File: config.mk
export PLATFORM = sky130hd
export DESIGN_NAME = ex_mem_skid
export DESIGN_NICKNAME = d
export VERILOG_FILES = /design/src/rtl/risc_pkg.sv /design/src/rtl/ex_mem_skid_slot.sv /design/src/rtl/ex_mem_skid.sv
export SDC_FILE = /design/constraint.sdc
export NUM_CORES = 1
export LEC_CHECK = 0
export CAP_MARGIN = 20
export CORE_UTILIZATION = 50
export CTS_CLUSTER_SIZE = 40
export DETAILED_ROUTE_END_ITERATION = 8
export GPL_TIMING_DRIVEN = 0
export PLACE_DENSITY_LB_ADDON = 0.2
export SETUP_SLACK_MARGIN = 0.15
export SLEW_MARGIN = 20
export SYNTH_ARGS = -nofsm -noshare
export SYNTH_HDL_FRONTEND = slang
export SYNTH_SLANG_ARGS = --single-unit
File: constraint.sdc
create_clock -name clk_i -period 2 [get_ports clk_i]
set_clock_uncertainty 0.2 [all_clocks]
set_input_delay 0.4 -clock clk_i [delete_from_list [all_inputs] [get_ports clk_i]]
set_output_delay 0.4 -clock clk_i [all_outputs]
set_load 0.005 [all_outputs]
File: src/rtl/risc_pkg.sv
// ============================================================================
// Module : risc_pkg
// Brief  : Shared EX/MEM constants: buffer state encodings, control bit
//          indices and field widths.
// Rev    : 1.0  initial release
// ============================================================================
`default_nettype none

package risc_pkg;

   typedef logic [1:0] skid_state_t;

   localparam skid_state_t ST_EMPTY = 2'd0;
   localparam skid_state_t ST_ONE   = 2'd1;
   localparam skid_state_t ST_TWO   = 2'd2;

   localparam int CTRL_MEMREAD  = 3;
   localparam int CTRL_MEMWRITE = 2;
   localparam int CTRL_REGWRITE = 1;
   localparam int CTRL_MEMTOREG = 0;

   localparam int FLAG_W = 4;
   localparam int RD_W   = 5;

endpackage

`default_nettype wire

File: src/rtl/ex_mem_skid_slot.sv
// ============================================================================
// Module : ex_mem_slot
// Brief  : Enable-loaded register holding one EX/MEM entry, with sync clear.
// Rev    : 1.0  initial release
// ============================================================================
`default_nettype none

module ex_mem_slot #(
   parameter int DATA_W = 32,
   parameter int FLAG_W = 4,
   parameter int RD_W   = 5,
   parameter int CTRL_W = 4
) (
   input  logic              clk_i,
   input  logic              clr_i,
   input  logic              ld_i,
   input  logic [DATA_W-1:0] result_i,
   input  logic [FLAG_W-1:0] nzcv_i,
   input  logic [DATA_W-1:0] rs2_i,
   input  logic [RD_W-1:0]   rd_i,
   input  logic [CTRL_W-1:0] ctrl_i,
   output logic [DATA_W-1:0] result_o,
   output logic [FLAG_W-1:0] nzcv_o,
   output logic [DATA_W-1:0] rs2_o,
   output logic [RD_W-1:0]   rd_o,
   output logic [CTRL_W-1:0] ctrl_o
);

   logic [DATA_W-1:0] result_q;
   logic [FLAG_W-1:0] nzcv_q;
   logic [DATA_W-1:0] rs2_q;
   logic [RD_W-1:0]   rd_q;
   logic [CTRL_W-1:0] ctrl_q;

   always_ff @(posedge clk_i) begin
      if (clr_i) begin
         result_q <= '0;
         nzcv_q   <= '0;
         rs2_q    <= '0;
         rd_q     <= '0;
         ctrl_q   <= '0;
      end else if (ld_i) begin
         result_q <= result_i;
         nzcv_q   <= nzcv_i;
         rs2_q    <= rs2_i;
         rd_q     <= rd_i;
         ctrl_q   <= ctrl_i;
      end
   end

   assign result_o = result_q;
   assign nzcv_o   = nzcv_q;
   assign rs2_o    = rs2_q;
   assign rd_o     = rd_q;
   assign ctrl_o   = ctrl_q;

endmodule

`default_nettype wire

File: src/rtl/ex_mem_skid.sv
// ============================================================================
// Module : ex_mem_skid
// Brief  : Two-entry EX/MEM skid buffer; in_ready_o is decoded from state only.
// Rev    : 1.0  initial release
// ============================================================================
`default_nettype none

module ex_mem_skid
   import risc_pkg::*;
#(
   parameter int DATA_W = 32,
   parameter int FLAG_W = risc_pkg::FLAG_W,
   parameter int RD_W   = risc_pkg::RD_W,
   parameter int CTRL_W = 4
) (
   input  logic              clk_i,
   input  logic              rst_i,
   input  logic              flush_i,
   input  logic              in_valid_i,
   output logic              in_ready_o,
   input  logic [DATA_W-1:0] aluresult_i,
   input  logic [FLAG_W-1:0] nzcv_i,
   input  logic [DATA_W-1:0] rs2data_i,
   input  logic [RD_W-1:0]   rd_i,
   input  logic [CTRL_W-1:0] ctrl_i,
   output logic              out_valid_o,
   input  logic              out_ready_i,
   output logic [DATA_W-1:0] aluresult_o,
   output logic [FLAG_W-1:0] nzcv_o,
   output logic [DATA_W-1:0] rs2data_o,
   output logic [RD_W-1:0]   rd_o,
   output logic [CTRL_W-1:0] ctrl_o,
   output logic [1:0]        count_o
);

   skid_state_t state_q, state_d;
   logic        accept, take;
   logic        main_ld, skid_ld, main_from_skid;

   logic [DATA_W-1:0] main_res, skid_res, main_res_d;
   logic [FLAG_W-1:0] main_nzcv, skid_nzcv, main_nzcv_d;
   logic [DATA_W-1:0] main_rs2, skid_rs2, main_rs2_d;
   logic [RD_W-1:0]   main_rd, skid_rd, main_rd_d;
   logic [CTRL_W-1:0] main_ctrl, skid_ctrl, main_ctrl_d;

   assign in_ready_o  = (state_q != ST_TWO);
   assign out_valid_o = (state_q != ST_EMPTY);
   assign accept      = in_valid_i & in_ready_o;
   assign take        = out_valid_o & out_ready_i;

   always_comb begin
      state_d        = state_q;
      main_ld        = 1'b0;
      skid_ld        = 1'b0;
      main_from_skid = 1'b0;
      // Flush drops any same-cycle accept; a same-cycle take is simply consumed.
      if (flush_i) begin
         state_d = ST_EMPTY;
      end else begin
         case (state_q)
            ST_EMPTY: begin
               if (accept) begin
                  state_d = ST_ONE;
                  main_ld = 1'b1;
               end
            end
            ST_ONE: begin
               if (accept && take) begin
                  main_ld = 1'b1;
               end else if (accept) begin
                  state_d = ST_TWO;
                  skid_ld = 1'b1;
               end else if (take) begin
                  state_d = ST_EMPTY;
               end
            end
            ST_TWO: begin
               if (take) begin
                  state_d        = ST_ONE;
                  main_ld        = 1'b1;
                  main_from_skid = 1'b1;
               end
            end
            default: state_d = ST_EMPTY;
         endcase
      end
   end

   always_ff @(posedge clk_i) begin
      if (rst_i) begin
         state_q <= ST_EMPTY;
      end else begin
         state_q <= state_d;
      end
   end

   assign main_res_d  = main_from_skid ? skid_res  : aluresult_i;
   assign main_nzcv_d = main_from_skid ? skid_nzcv : nzcv_i;
   assign main_rs2_d  = main_from_skid ? skid_rs2  : rs2data_i;
   assign main_rd_d   = main_from_skid ? skid_rd   : rd_i;
   assign main_ctrl_d = main_from_skid ? skid_ctrl : ctrl_i;

   ex_mem_slot #(
      .DATA_W (DATA_W),
      .FLAG_W (FLAG_W),
      .RD_W   (RD_W),
      .CTRL_W (CTRL_W)
   ) u_main (
      .clk_i    (clk_i),
      .clr_i    (rst_i),
      .ld_i     (main_ld),
      .result_i (main_res_d),
      .nzcv_i   (main_nzcv_d),
      .rs2_i    (main_rs2_d),
      .rd_i     (main_rd_d),
      .ctrl_i   (main_ctrl_d),
      .result_o (main_res),
      .nzcv_o   (main_nzcv),
      .rs2_o    (main_rs2),
      .rd_o     (main_rd),
      .ctrl_o   (main_ctrl)
   );

   ex_mem_slot #(
      .DATA_W (DATA_W),
      .FLAG_W (FLAG_W),
      .RD_W   (RD_W),
      .CTRL_W (CTRL_W)
   ) u_skid (
      .clk_i    (clk_i),
      .clr_i    (rst_i),
      .ld_i     (skid_ld),
      .result_i (aluresult_i),
      .nzcv_i   (nzcv_i),
      .rs2_i    (rs2data_i),
      .rd_i     (rd_i),
      .ctrl_i   (ctrl_i),
      .result_o (skid_res),
      .nzcv_o   (skid_nzcv),
      .rs2_o    (skid_rs2),
      .rd_o     (skid_rd),
      .ctrl_o   (skid_ctrl)
   );

   // Data fields hold while empty; only the control bits are masked.
   assign aluresult_o = main_res;
   assign nzcv_o      = main_nzcv;
   assign rs2data_o   = main_rs2;
   assign rd_o        = main_rd;
   assign ctrl_o      = out_valid_o ? main_ctrl : '0;
   assign count_o     = state_q;

endmodule

`default_nettype wire

==> reports/qor.csv, run 1 <==
stage,metric,value,unit
yosys,synth-seq-cells,156,
drt,antenna_left,0,
cells_and_area,mostFrequentLayoutCells,"dfxtp_1, a311oi_1, clkdlybuf4s50_1",
sta,rsz0062_at_grt,true,
global_route,grt_use_total,30.86,%
worst_setup_path,path_max_fanout,10,
cells_and_area,syn_to_final_growth,59.82,%
yosys,yosys.area_share.adder,0,%
clock_network,cts_tree,done,
yosys,yosysSeqAreaShare,44.20,%
drt,drc,0,
hold_path,min-delay-path-class,reg -> reg,
worst_setup_path,worstPathCellList,buf_8 -> and4bb_4 -> buf_12 -> clkbuf_16 -> buf_6 -> a311oi_1 -> a311oi_1,
cells_and_area,mostFrequentLayoutCell,dfxtp_1,
clock_network,cts_buffer_depth,2,
worst_setup_path,slowest_delay,0.39,ns
worst_setup_path,crit_path_top_delay_cell,a311oi_1,
worst_setup_path,crit_path_frequent_cell,a311oi_1,
yosys,yosysUniqueCellTypes,25,
global_route,grt_pass1_vias,6894,
cells_and_area,stdcell_count,1170,
sta,final_max_slew_viol_count,0,
clock_network,ctsHtreeMaxLevel,4,
drt,routedWlPerCell,23.52,um
worst_setup_path,arrival,2.12,ns
drt,drt_iter0_markers,972,
clock_network,clock_sinks,156,
floorplanning,die_w,120.9,um
cells_and_area,nets,1058,
floorplanning,ioPinCount,163,
drt,num_vias,7999,
yosys,synthMuxAreaShare,11.05,%
run_status,status,"finished, violations left",
yosys,synth_cells,755,
worst_setup_path,r2r_start,count_o[1]$_SDFFE_PP0P_,
global_route,overflow,0,
worst_setup_path,startpoint_type,flip-flop,
sta,worst_pin_slew,0.8347,ns
yosys,synth_edf_count,0,
yosys,yosysWarningCount,0,
cells_and_area,design_area,11290,um^2
yosys,yosys.area.top_type,dfxtp_1,
worst_setup_path,r2r_cells,7,
global_route,antenna_found_initial,1,
sta,setup_slack,-0.06411,ns
clock_network,cts_buffers,17,
placed_design,hpwl,14530,um
placed_design,placed_cells,1095,
floorplanning,rows,43,
placed_design,dpl_cell_area,8895,um^2
yosys,synth_compound_area_share,30.42,%
run_status,violations,negative setup slack,
sta,hold_ws,0.2759,ns
sta,fmax,484.5,MHz
worst_setup_path,rrSetupSlack,-0.06,ns
yosys,synth_fp_nets,837,
power,power,7.956,mW
cells_and_area,layout-drive-gt1-share,30.33,%
yosys,ys_top_cells_by_area,"dfxtp_1, a311oi_1, mux2i_1",
worst_setup_path,critPathKind,reg -> reg,
worst_setup_path,required,2.05,ns
yosys,ys_async_sr_fraction,0,%
drt,totalWireLength,27510,um
clock_network,clkLatencyLatePin,0.43,ns
placed_design,place_congestion,0.8290,
global_route,grt_pass1_wl,35340,um
drt,vias_per_cell,6.837,
sta,final.min_clock_period,2.064,ns
sta,setup_viol,2,
yosys,synth-simple-area-share,7.083,%
yosys,synth_top_area_share,44.20,%
yosys,netlist_area,7066,um^2
sta,relSlewSlack,44.35,%
worst_setup_path,cp-end-kind,flip-flop,
yosys,ys.flop_type,dfxtp_1,
floorplanning,die_y,120.9,um
clock_network,cts_root_buf,clkbuf_16,
worst_setup_path,rr_endpoint,u_main.result_o[16]$_SDFFE_PP0P_,
power,p_leak,3.998,nW
power,max-vdd-ir-drop,0.5281,mV
power,power_density,704.5,nW/um^2
worst_setup_path,cp-startpoint,count_o[1]$_SDFFE_PP0P_,
floorplanning,start_util,51.10,%
clock_network,clk_pin_slew,0.07,ns
run,cap_violations,0,
drt,firstDrtPassIters,5,
placed_design,io_buffers,160,
yosys,avgSynthCellArea,9.358,um^2
yosys,synth_top_family_by_area,compound AO/OA/AOI/OAI gates,
global_route,grt_start_max_net_pins,17,
floorplanning,die_area,14610,um^2
yosys,synth_xor_area_share,0,%
floorplanning,core,13830,um^2
sta,min_period_over_period,103.2,%
worst_setup_path,endpoint,u_main.result_o[16]$_SDFFE_PP0P_,
sta,finalHoldViolations,0,
sta,setup-tns-final,-0.06817,ns
-- per-layer routing --
layer	part of all wire, %	vias up	global-route usage (%)
li1	-	3446	-
met1	39	3899	41.37
met2	47	549	47.82
met3	9.4	105	5.921
met4	3.8	0	14.27
met5	0	-	0
-- final cells by class --
cell class | instances | area [um^2]
Antenna cell | 1 | 2.502
Multi-Input combinational cell | 485 | 4179
Fill cell | 761 | 2535
Clock inverter | 10 | 138.9
Sequential cell | 156 | 3169
Timing Repair Buffer | 203 | 2223
Tap cell | 180 | 225.2
Clock buffer | 22 | 474.2
Buffer | 111 | 872.1
Inverter | 2 | 7.507
-- power by group --
part / leakage (nW) / total (mW) / internal (mW) / switching, mW
clock network: 0.288 / 3.41 / 2.06 / 1.35
logic: 2.42 / 1.21 / 0.572 / 0.640
registers: 1.29 / 3.33 / 3.25 / 0.0847
-- cells in the mapped netlist, types with 2 or more instances --
master,count
clkbuf_1,69
nand2b_1,2
nor2b_1,6
o21ai_0,77
nor2_1,4
buf_1,3
dfxtp_1,156
nand3_1,77
a21oi_1,78
mux2i_1,78
nand2_1,2
buf_4,11
a311oi_1,154
buf_2,27
-- registers in the layout, indices dropped and copies added, names as in the netlist --
signal / count
u_main.result_o: 32
u_main.rs2_o: 32
u_skid.result_o: 32
u_skid.rs2_o: 32
u_main.rd_o: 5
u_skid.rd_o: 5
u_main.ctrl_o: 4
u_main.nzcv_o: 4
u_skid.ctrl_o: 4
u_skid.nzcv_o: 4
count_o: 2
-- how the worst min path moves through the flow --
stage | end | slack (ns) | from | cells after the start
2_1_floorplan | u_skid.ctrl_o[0]$_SDFFE_PP0P_ | 0.25 | u_skid.ctrl_o[0]$_SDFFE_PP0P_ | 2
3_3_place_gp | u_skid.rs2_o[6]$_SDFFE_PP0P_ | 0.26 | u_skid.rs2_o[6]$_SDFFE_PP0P_ | 2
5_1_grt | u_skid.result_o[12]$_SDFFE_PP0P_ | 0.29 | u_skid.result_o[12]$_SDFFE_PP0P_ | 2
3_5_place_dp | u_skid.result_o[17]$_SDFFE_PP0P_ | 0.27 | u_skid.result_o[17]$_SDFFE_PP0P_ | 2
4_1_cts | u_skid.rd_o[1]$_SDFFE_PP0P_ | 0.22 | rst_i | 2
6_report | u_skid.result_o[17]$_SDFFE_PP0P_ | 0.28 | u_skid.result_o[17]$_SDFFE_PP0P_ | 2
-- cell families (layout without fill, tap and decap cells) --
| group | after synthesis | after routing |
|---|---|---|
| compound gates | 312 | 312 |
| buf+inv | 114 | 348 |
| flops | 156 | 156 |
| mux | 78 | 78 |
| other cells | 0 | 1 |
| simple gates | 95 | 95 |
-- stage by stage --
| step | utilization [%] | setup slack (ns) |
|---|---|---|
| after floorplan | - | 0.1480 |
| after global placement | 64.33 | -0.8986 |
| after detailed placement | 64.33 | -0.8893 |
| after CTS | 72.50 | 0.06121 |
| after global routing | 81.67 | -0.09763 |
| final | 81.67 | -0.06411 |
-- what timing repair did --
action                                  CTS  global route
buffers inserted                         14            11
pin swaps                                38            74
hold buffers                              0             0
endpoints found under the setup margin  236           162
resized for setup                       241           198
hold endpoints to repair                  0             0
gates cloned                              2            16
-- worst max-delay path: cells and delay by family, from the launching register on --
kind                   cells  cell delay (ns)
AO/OA/AOI/OAI              2             0.53
buffers and inverters      4             0.57
flip-flops                 1             0.34
AND/OR/NAND/NOR            1             0.23
Power figures use the tool's default switching activity.
==> run 2: changes to the inputs <==
--- a/config.mk
+++ b/config.mk
@@ -6,7 +6,9 @@
 export NUM_CORES = 1
 export LEC_CHECK = 0
 export CAP_MARGIN = 20
-export CORE_UTILIZATION = 50
+export CELL_PAD_IN_SITES_DETAIL_PLACEMENT = 1
+export CELL_PAD_IN_SITES_GLOBAL_PLACEMENT = 1
+export CORE_UTILIZATION = 38
 export CTS_CLUSTER_SIZE = 40
 export DETAILED_ROUTE_END_ITERATION = 8
 export GPL_TIMING_DRIVEN = 0
==> reports/qor.csv, run 2 (synthesis gave the netlist of run 1 again) <==
stage,metric,value,unit,change
sta,setup-tns-final,-3.440,ns,-3.372 ns
clock_network,cts_hold_buf,0,,unchanged
hold_path,hold_start,u_skid.result_o[9]$_SDFFE_PP0P_,,
cells_and_area,layout-drive-gt1-share,34.45,%,+4.1 points
placed_design,dpl_cell_area,8956,um^2,+0.69%
sta,hold_ws,0.2775,ns,+0.001545 ns
global_route,antenna_found_initial,0,,-1
power,p_leak,3.940,nW,-1.4%
worst_setup_path,critPathTopFamily,buffers and inverters,,
placed_design,io_buffers,160,,unchanged
worst_setup_path,startpoint_type,flip-flop,,
clock_network,ctsHtreeMaxLevel,4,,unchanged
power,power,8.294,mW,+4.3%
sta,min_period_over_period,110.7,%,+7.5 points
clock_network,cts_buffers,17,,unchanged
drt,firstDrtPassIters,6,,+1
worst_setup_path,slowest_delay,0.39,ns,about the same
floorplanning,die_y,138.4,um,+14%
run_status,violations,"design-rule violations, negative setup slack",,
drt,vias_per_cell,6.373,,-6.8%
global_route,grt_use_total,29.27,%,-1.6 points
cells_and_area,mostFrequentLayoutCells,"dfxtp_1, a311oi_1, clkdlybuf4s50_1",,
power,power_density,720.9,nW/um^2,+2.3%
sta,fmax,451.5,MHz,-6.8%
placed_design,placed_cells,1144,,+4.5%
run_status,status,"finished, violations left",,
sta,rsz0062_at_grt,true,,
hold_path,min-delay-path-class,reg -> reg,,
clock_network,cts_buffer_depth,2,,unchanged
floorplanning,die_w,138.4,um,+14%
drt,drt_iter0_markers,432,,-56%
worst_setup_path,cp-startpoint,count_o[0]$_SDFFE_PP0P_,,
drt,num_vias,7730,,-3.4%
clock_network,clock_sinks,156,,unchanged
placed_design,place_congestion,0.7561,,-8.8%
floorplanning,rows,49,,+14%
sta,relSlewSlack,36.77,%,-7.6 points
sta,worst_pin_slew,0.9485,ns,+0.1138 ns
worst_setup_path,path_max_fanout,10,,unchanged
sta,setup_viol,69,,+67
worst_setup_path,arrival,2.32,ns,+0.20 ns
cells_and_area,mostFrequentLayoutCell,dfxtp_1,,
clock_network,cts_tree,done,,
worst_setup_path,worstPathCellList,buf_8 -> buf_6 -> and4bb_4 -> buf_12 -> buf_12 -> buf_12 -> a311oi_1 -> a311oi_1,,
global_route,overflow,0,,unchanged
cells_and_area,nets,1053,,-0.47%
clock_network,cts_root_buf,clkbuf_16,,
floorplanning,ioPinCount,163,,unchanged
worst_setup_path,path_buf_inv,5,,+1
placed_design,hpwl,17120,um,+18%
worst_setup_path,crit_path_top_delay_cell,a311oi_1,,
worst_setup_path,required,2.11,ns,+0.06 ns
cells_and_area,syn_to_final_growth,62.83,%,
run,cap_violations,0,,unchanged
global_route,grt_start_max_net_pins,17,,unchanged
worst_setup_path,cp-end-kind,flip-flop,,
worst_setup_path,crit_path_frequent_cell,buf_12,,
floorplanning,die_area,19140,um^2,+31%
floorplanning,core,18090,um^2,+31%
cells_and_area,design_area,11500,um^2,+1.9%
power,max-vdd-ir-drop,0.6832,mV,+29%
clock_network,clk_pin_slew,0.07,ns,about the same
sta,finalHoldViolations,0,,unchanged
clock_network,clkLatencyLatePin,0.44,ns,about the same
sta,final_max_slew_viol_count,0,,unchanged
cells_and_area,n_antenna_cell,0,,-1
cells_and_area,stdcell_count,1213,,+3.7%
global_route,grt_pass1_vias,7602,,+10%
floorplanning,start_util,39.07,%,-12 points
global_route,grt_pass1_wl,43950,um,+24%
drt,totalWireLength,30900,um,+12%
sta,final.min_clock_period,2.215,ns,+0.1508 ns
worst_setup_path,critPathKind,reg -> reg,,
worst_setup_path,r2r_start,count_o[0]$_SDFFE_PP0P_,,
drt,drc,25,,+25
drt,routedWlPerCell,25.48,um,+8.3%
drt,antenna_left,0,,unchanged
sta,setup_slack,-0.2149,ns,-0.1508 ns
## run 2: changes by cell type in the layout (fill, tap and decap cells not counted), sizes merged, moves of 2 or more
| cell | previous run | this run |
|---|---|---|
| dlymetal6s2s | 10 | 2 |
| buf | 80 | 77 |
| clkinv | 3 | 5 |
| clkbuf | 102 | 96 |
| dlygate4sd2 | 67 | 75 |
| bufinv | 3 | 5 |
## run 2: where the power goes
part	switching, mW	internal (mW)	leakage (nW)
combinational	0.682	0.602	2.34
sequential	0.0916	3.24	1.29
clock	1.42	2.25	0.312
## run 2: repair_timing
| action | in CTS | in global routing |
|---|---|---|
| cloned | 7 | 5 |
| pin swaps | 55 | 69 |
| endpoints found under the hold margin | 0 | 0 |
| buffers inserted | 18 | 7 |
| endpoints found under the setup margin | 236 | 162 |
| gates resized for setup | 342 | 137 |
## run 2: worst reg2reg max path: stages (launching register included)
cell and delay (ns):
dfxtp_2 0.34, buf_8 0.13, buf_6 0.11, and4bb_4 0.36, buf_12 0.17, buf_12 0.17
buf_12 0.15, a311oi_1 0.08, a311oi_1 0.39
## run 2: area by class of cell
type | instances | area [um^2]
repair buffers | 197 | 2038
well taps | 229 | 286.5
inverters | 2 | 10.01
plain buffers | 112 | 949.7
multi-input cells | 485 | 4395
fillers | 1875 | 6581
clock buffers | 18 | 439.2
flip-flops and latches | 156 | 3168
clock inverters | 14 | 217.7
## run 2: final timing paths
check                                          to  slack [ns]  depth (start not counted)
hold reg to reg   u_skid.result_o[9]$_SDFFE_PP0P_        0.28                          2
setup reg to reg    u_main.rs2_o[13]$_SDFFE_PP0P_       -0.21                          8
setup / recovery    u_main.rs2_o[13]$_SDFFE_PP0P_       -0.21                          8
hold / removal    u_skid.result_o[9]$_SDFFE_PP0P_        0.28                          2
## run 2: per-layer routing
layer	vias to the layer above	track usage (%)	wire length [um]
met5	-	0	0
met4	0	9.935	896
met3	71	4.468	1750
met2	320	48.94	15040
met1	3907	38.46	13220
li1	3432	-	-
## run 2: per-stage QoR
step	utilization (%)	worst slack, ns
final	63.61	-0.2149
after global routing	63.61	-0.2199
after CTS	59.41	-0.01866
after detailed placement	49.52	-0.9659
after global placement	49.52	-0.9477
after floorplan	-	0.1480
==> run 3: changes to the inputs <==
--- a/config.mk
+++ b/config.mk
@@ -8,9 +8,10 @@
 export CAP_MARGIN = 20
 export CELL_PAD_IN_SITES_DETAIL_PLACEMENT = 1
 export CELL_PAD_IN_SITES_GLOBAL_PLACEMENT = 1
-export CORE_UTILIZATION = 38
+export CORE_UTILIZATION = 48
 export CTS_CLUSTER_SIZE = 40
 export DETAILED_ROUTE_END_ITERATION = 8
+export DONT_BUFFER_PORTS = 1
 export GPL_TIMING_DRIVEN = 0
 export PLACE_DENSITY_LB_ADDON = 0.2
 export SETUP_SLACK_MARGIN = 0.15
==> reports/qor.csv, run 3 (synthesis gave the netlist of run 1 again) <==
stage,metric,value,unit,change
sta,setup_slack,-0.1794,ns,+0.03551 ns
floorplanning,die_w,123.3,um,-11%
worst_setup_path,path_max_fanout,7,,-3
clock_network,clkLatencyLatePin,0.44,ns,about the same
worst_setup_path,slowest_delay,0.37,ns,-0.02 ns
clock_network,clock_sinks,156,,unchanged
sta,relSlewSlack,48.58,%,+12 points
power,max-vdd-ir-drop,0.7455,mV,+9.1%
worst_setup_path,cp-end-kind,flip-flop,,
cells_and_area,mostFrequentLayoutCell,dfxtp_1,,
worst_setup_path,crit_path_frequent_cell,buf_12,,
global_route,antenna_found_initial,2,,+2
worst_setup_path,crit_path_top_delay_cell,dfxtp_4,,
drt,vias_per_cell,7.520,,+18%
worst_setup_path,startpoint_type,flip-flop,,
clock_network,clk_pin_slew,0.07,ns,about the same
placed_design,placed_cells,935,,-18%
placed_design,place_congestion,0.8313,,+9.9%
global_route,overflow,0,,unchanged
placed_design,io_buffers,0,,-100%
sta,finalHoldViolations,0,,unchanged
clock_network,cts_buffers,17,,unchanged
worst_setup_path,r2r_start,count_o[0]$_SDFFE_PP0P_,,
floorplanning,start_util,50.12,%,+11 points
sta,fmax,458.9,MHz,+1.6%
global_route,grt_start_max_net_pins,20,,+3
run,cap_violations,0,,unchanged
cells_and_area,syn_to_final_growth,39.61,%,
sta,setup_viol,46,,-33%
drt,num_vias,7971,,+3.1%
cells_and_area,mostFrequentLayoutCells,"dfxtp_1, a311oi_1, dlygate4sd3_1",,
floorplanning,rows,43,,-12%
floorplanning,die_y,123.3,um,-11%
worst_setup_path,critPathKind,reg -> reg,,
cells_and_area,stdcell_count,1060,,-13%
clock_network,cts_buffer_depth,2,,unchanged
worst_setup_path,endpoint,u_main.rs2_o[27]$_SDFFE_PP0P_,,
drt,totalWireLength,33690,um,+9.0%
drt,firstDrtPassIters,5,,-1
floorplanning,core,14100,um^2,-22%
drt,antenna_left,0,,unchanged
worst_setup_path,required,2.07,ns,-0.04 ns
run_status,violations,negative setup slack,,
worst_setup_path,r2r_cells,7,,-1
sta,worst_pin_slew,0.7713,ns,-0.1772 ns
run_status,status,"finished, violations left",,
global_route,grt_pass1_wl,41900,um,-4.7%
worst_setup_path,rr_endpoint,u_main.rs2_o[27]$_SDFFE_PP0P_,,
hold_path,min-delay-path-class,in -> reg,,
drt,routedWlPerCell,31.78,um,+25%
worst_setup_path,cp-startpoint,count_o[0]$_SDFFE_PP0P_,,
clock_network,cts_tree,done,,
sta,final.min_clock_period,2.179,ns,-0.03551 ns
sta,rsz0062_at_grt,true,,
floorplanning,die_area,15210,um^2,-21%
drt,drt_iter0_markers,754,,+75%
cells_and_area,layout-drive-gt1-share,24.46,%,-10 points
power,power_density,767.6,nW/um^2,+6.5%
drt,drc,0,,-100%
worst_setup_path,rrSetupSlack,-0.18,ns,+0.04 ns
placed_design,hpwl,16540,um,-3.4%
sta,final_max_slew_viol_count,0,,unchanged
cells_and_area,fill_cells,1448,,-23%
floorplanning,ioPinCount,163,,unchanged
cells_and_area,post-route-util,69.98,%,+6.4 points
worst_setup_path,worstPathCellList,buf_8 -> and4bb_2 -> buf_12 -> buf_12 -> buf_12 -> mux2i_1 -> a311oi_1,,
worst_setup_path,arrival,2.25,ns,-0.07 ns
power,p_leak,3.093,nW,-22%
clock_network,ctsHtreeMaxLevel,4,,unchanged
cells_and_area,nets,950,,-9.8%
sta,min_period_over_period,109.0,%,-1.8 points
global_route,grt_use_total,36.56,%,+7.3 points
clock_network,cts_root_buf,clkbuf_16,,
global_route,grt_pass1_vias,7638,,+0.47%
run 3: cell types whose count changed in the layout (fill, tap and decap cells not counted), sizes merged, moves of 2 or more:
| cell | before | now |
|---|---|---|
| buf | 77 | 59 |
| dlygate4sd3 | 0 | 78 |
| dlygate4sd2 | 75 | 0 |
| clkdlybuf4s50 | 77 | 0 |
| dlymetal6s2s | 2 | 0 |
| clkbuf | 96 | 92 |
| bufinv | 5 | 1 |
run 3: cell type report:
class	instances	area (um^2)	area share, %
Multi-Input combinational cell	485	4113	41.69
Clock buffer	23	488.0	4.947
Inverter	2	7.507	0.07610
Antenna cell	1	2.502	0.02537
Sequential cell	156	3128	31.71
Buffer	111	787.0	7.978
Tap cell	180	225.2	2.283
Timing Repair Buffer	95	1049	10.63
Clock inverter	7	65.06	0.6596
run 3: how the worst min path moves through the flow:
| stage | end | cells past startpoint | slack [ns] | from |
|---|---|---|---|---|
| 6_report | u_main.rd_o[4]$_SDFFE_PP0P_ | 2 | 0.02 | rd_i[4] |
| 4_1_cts | u_main.rs2_o[11]$_SDFFE_PP0P_ | 2 | 0.03 | rs2data_i[11] |
| 2_1_floorplan | u_skid.ctrl_o[0]$_SDFFE_PP0P_ | 2 | 0.25 | u_skid.ctrl_o[0]$_SDFFE_PP0P_ |
| 5_1_grt | u_main.rs2_o[28]$_SDFFE_PP0P_ | 2 | 0.04 | rs2data_i[28] |
| 3_5_place_dp | u_skid.result_o[10]$_SDFFE_PP0P_ | 2 | 0.27 | u_skid.result_o[10]$_SDFFE_PP0P_ |
| 3_3_place_gp | u_skid.rs2_o[4]$_SDFFE_PP0P_ | 2 | 0.26 | u_skid.rs2_o[4]$_SDFFE_PP0P_ |
run 3: what timing repair did:
| action | 4_1_cts | 5_1_grt |
|---|---|---|
| pin swaps | 44 | 39 |
| resized for setup | 148 | 102 |
| setup endpoints to repair | 160 | 140 |
| endpoints found under the hold margin | 78 | 0 |
| setup buffers | 6 | 6 |
| cloned | 1 | 4 |
| hold buffers | 78 | 0 |
run 3: worst max-delay path, delay by kind of cell (launching register included):
family,cells,cell delay [ns]
buffers and inverters,4,0.53
flip-flops,1,0.37
AND/OR/NAND/NOR,1,0.37
multiplexers,1,0.33
AO/OA/AOI/OAI,1,0.18
run 3: per-stage QoR:
| step | TNS [ns] | setup slack (ns) | instance area (um^2) | hold WS, ns | power, mW |
|---|---|---|---|---|---|
| floorplan | 0 | 0.1480 | 7068 | 0.2535 | 3.819 |
| CTS | 0 | 0.02804 | 9319 | 0.03190 | 7.294 |
| finish | -2.113 | -0.1794 | 9864 | 0.02235 | 7.572 |
| detailed placement | -39.52 | -0.5106 | 7293 | 0.2694 | 4.016 |
| global placement | -30.89 | -0.4541 | 7293 | 0.2592 | 3.980 |
| global route | -3.983 | -0.1978 | 9862 | 0.04447 | 7.692 |
run 3: power breakdown:
group | internal (mW) | switching, mW
sequential | 3.23 | 0.132
combinational | 0.426 | 0.584
clock | 1.82 | 1.37
run 3: metal layers:
metal  GRT usage (%)  share of wire, %  up-vias
met1           43.66                37     3973
li1                -                 -     3213
met3           9.548               9.0      202
met4           18.00               6.2        2
met2           60.68                48      581
met5               0             0.039        -
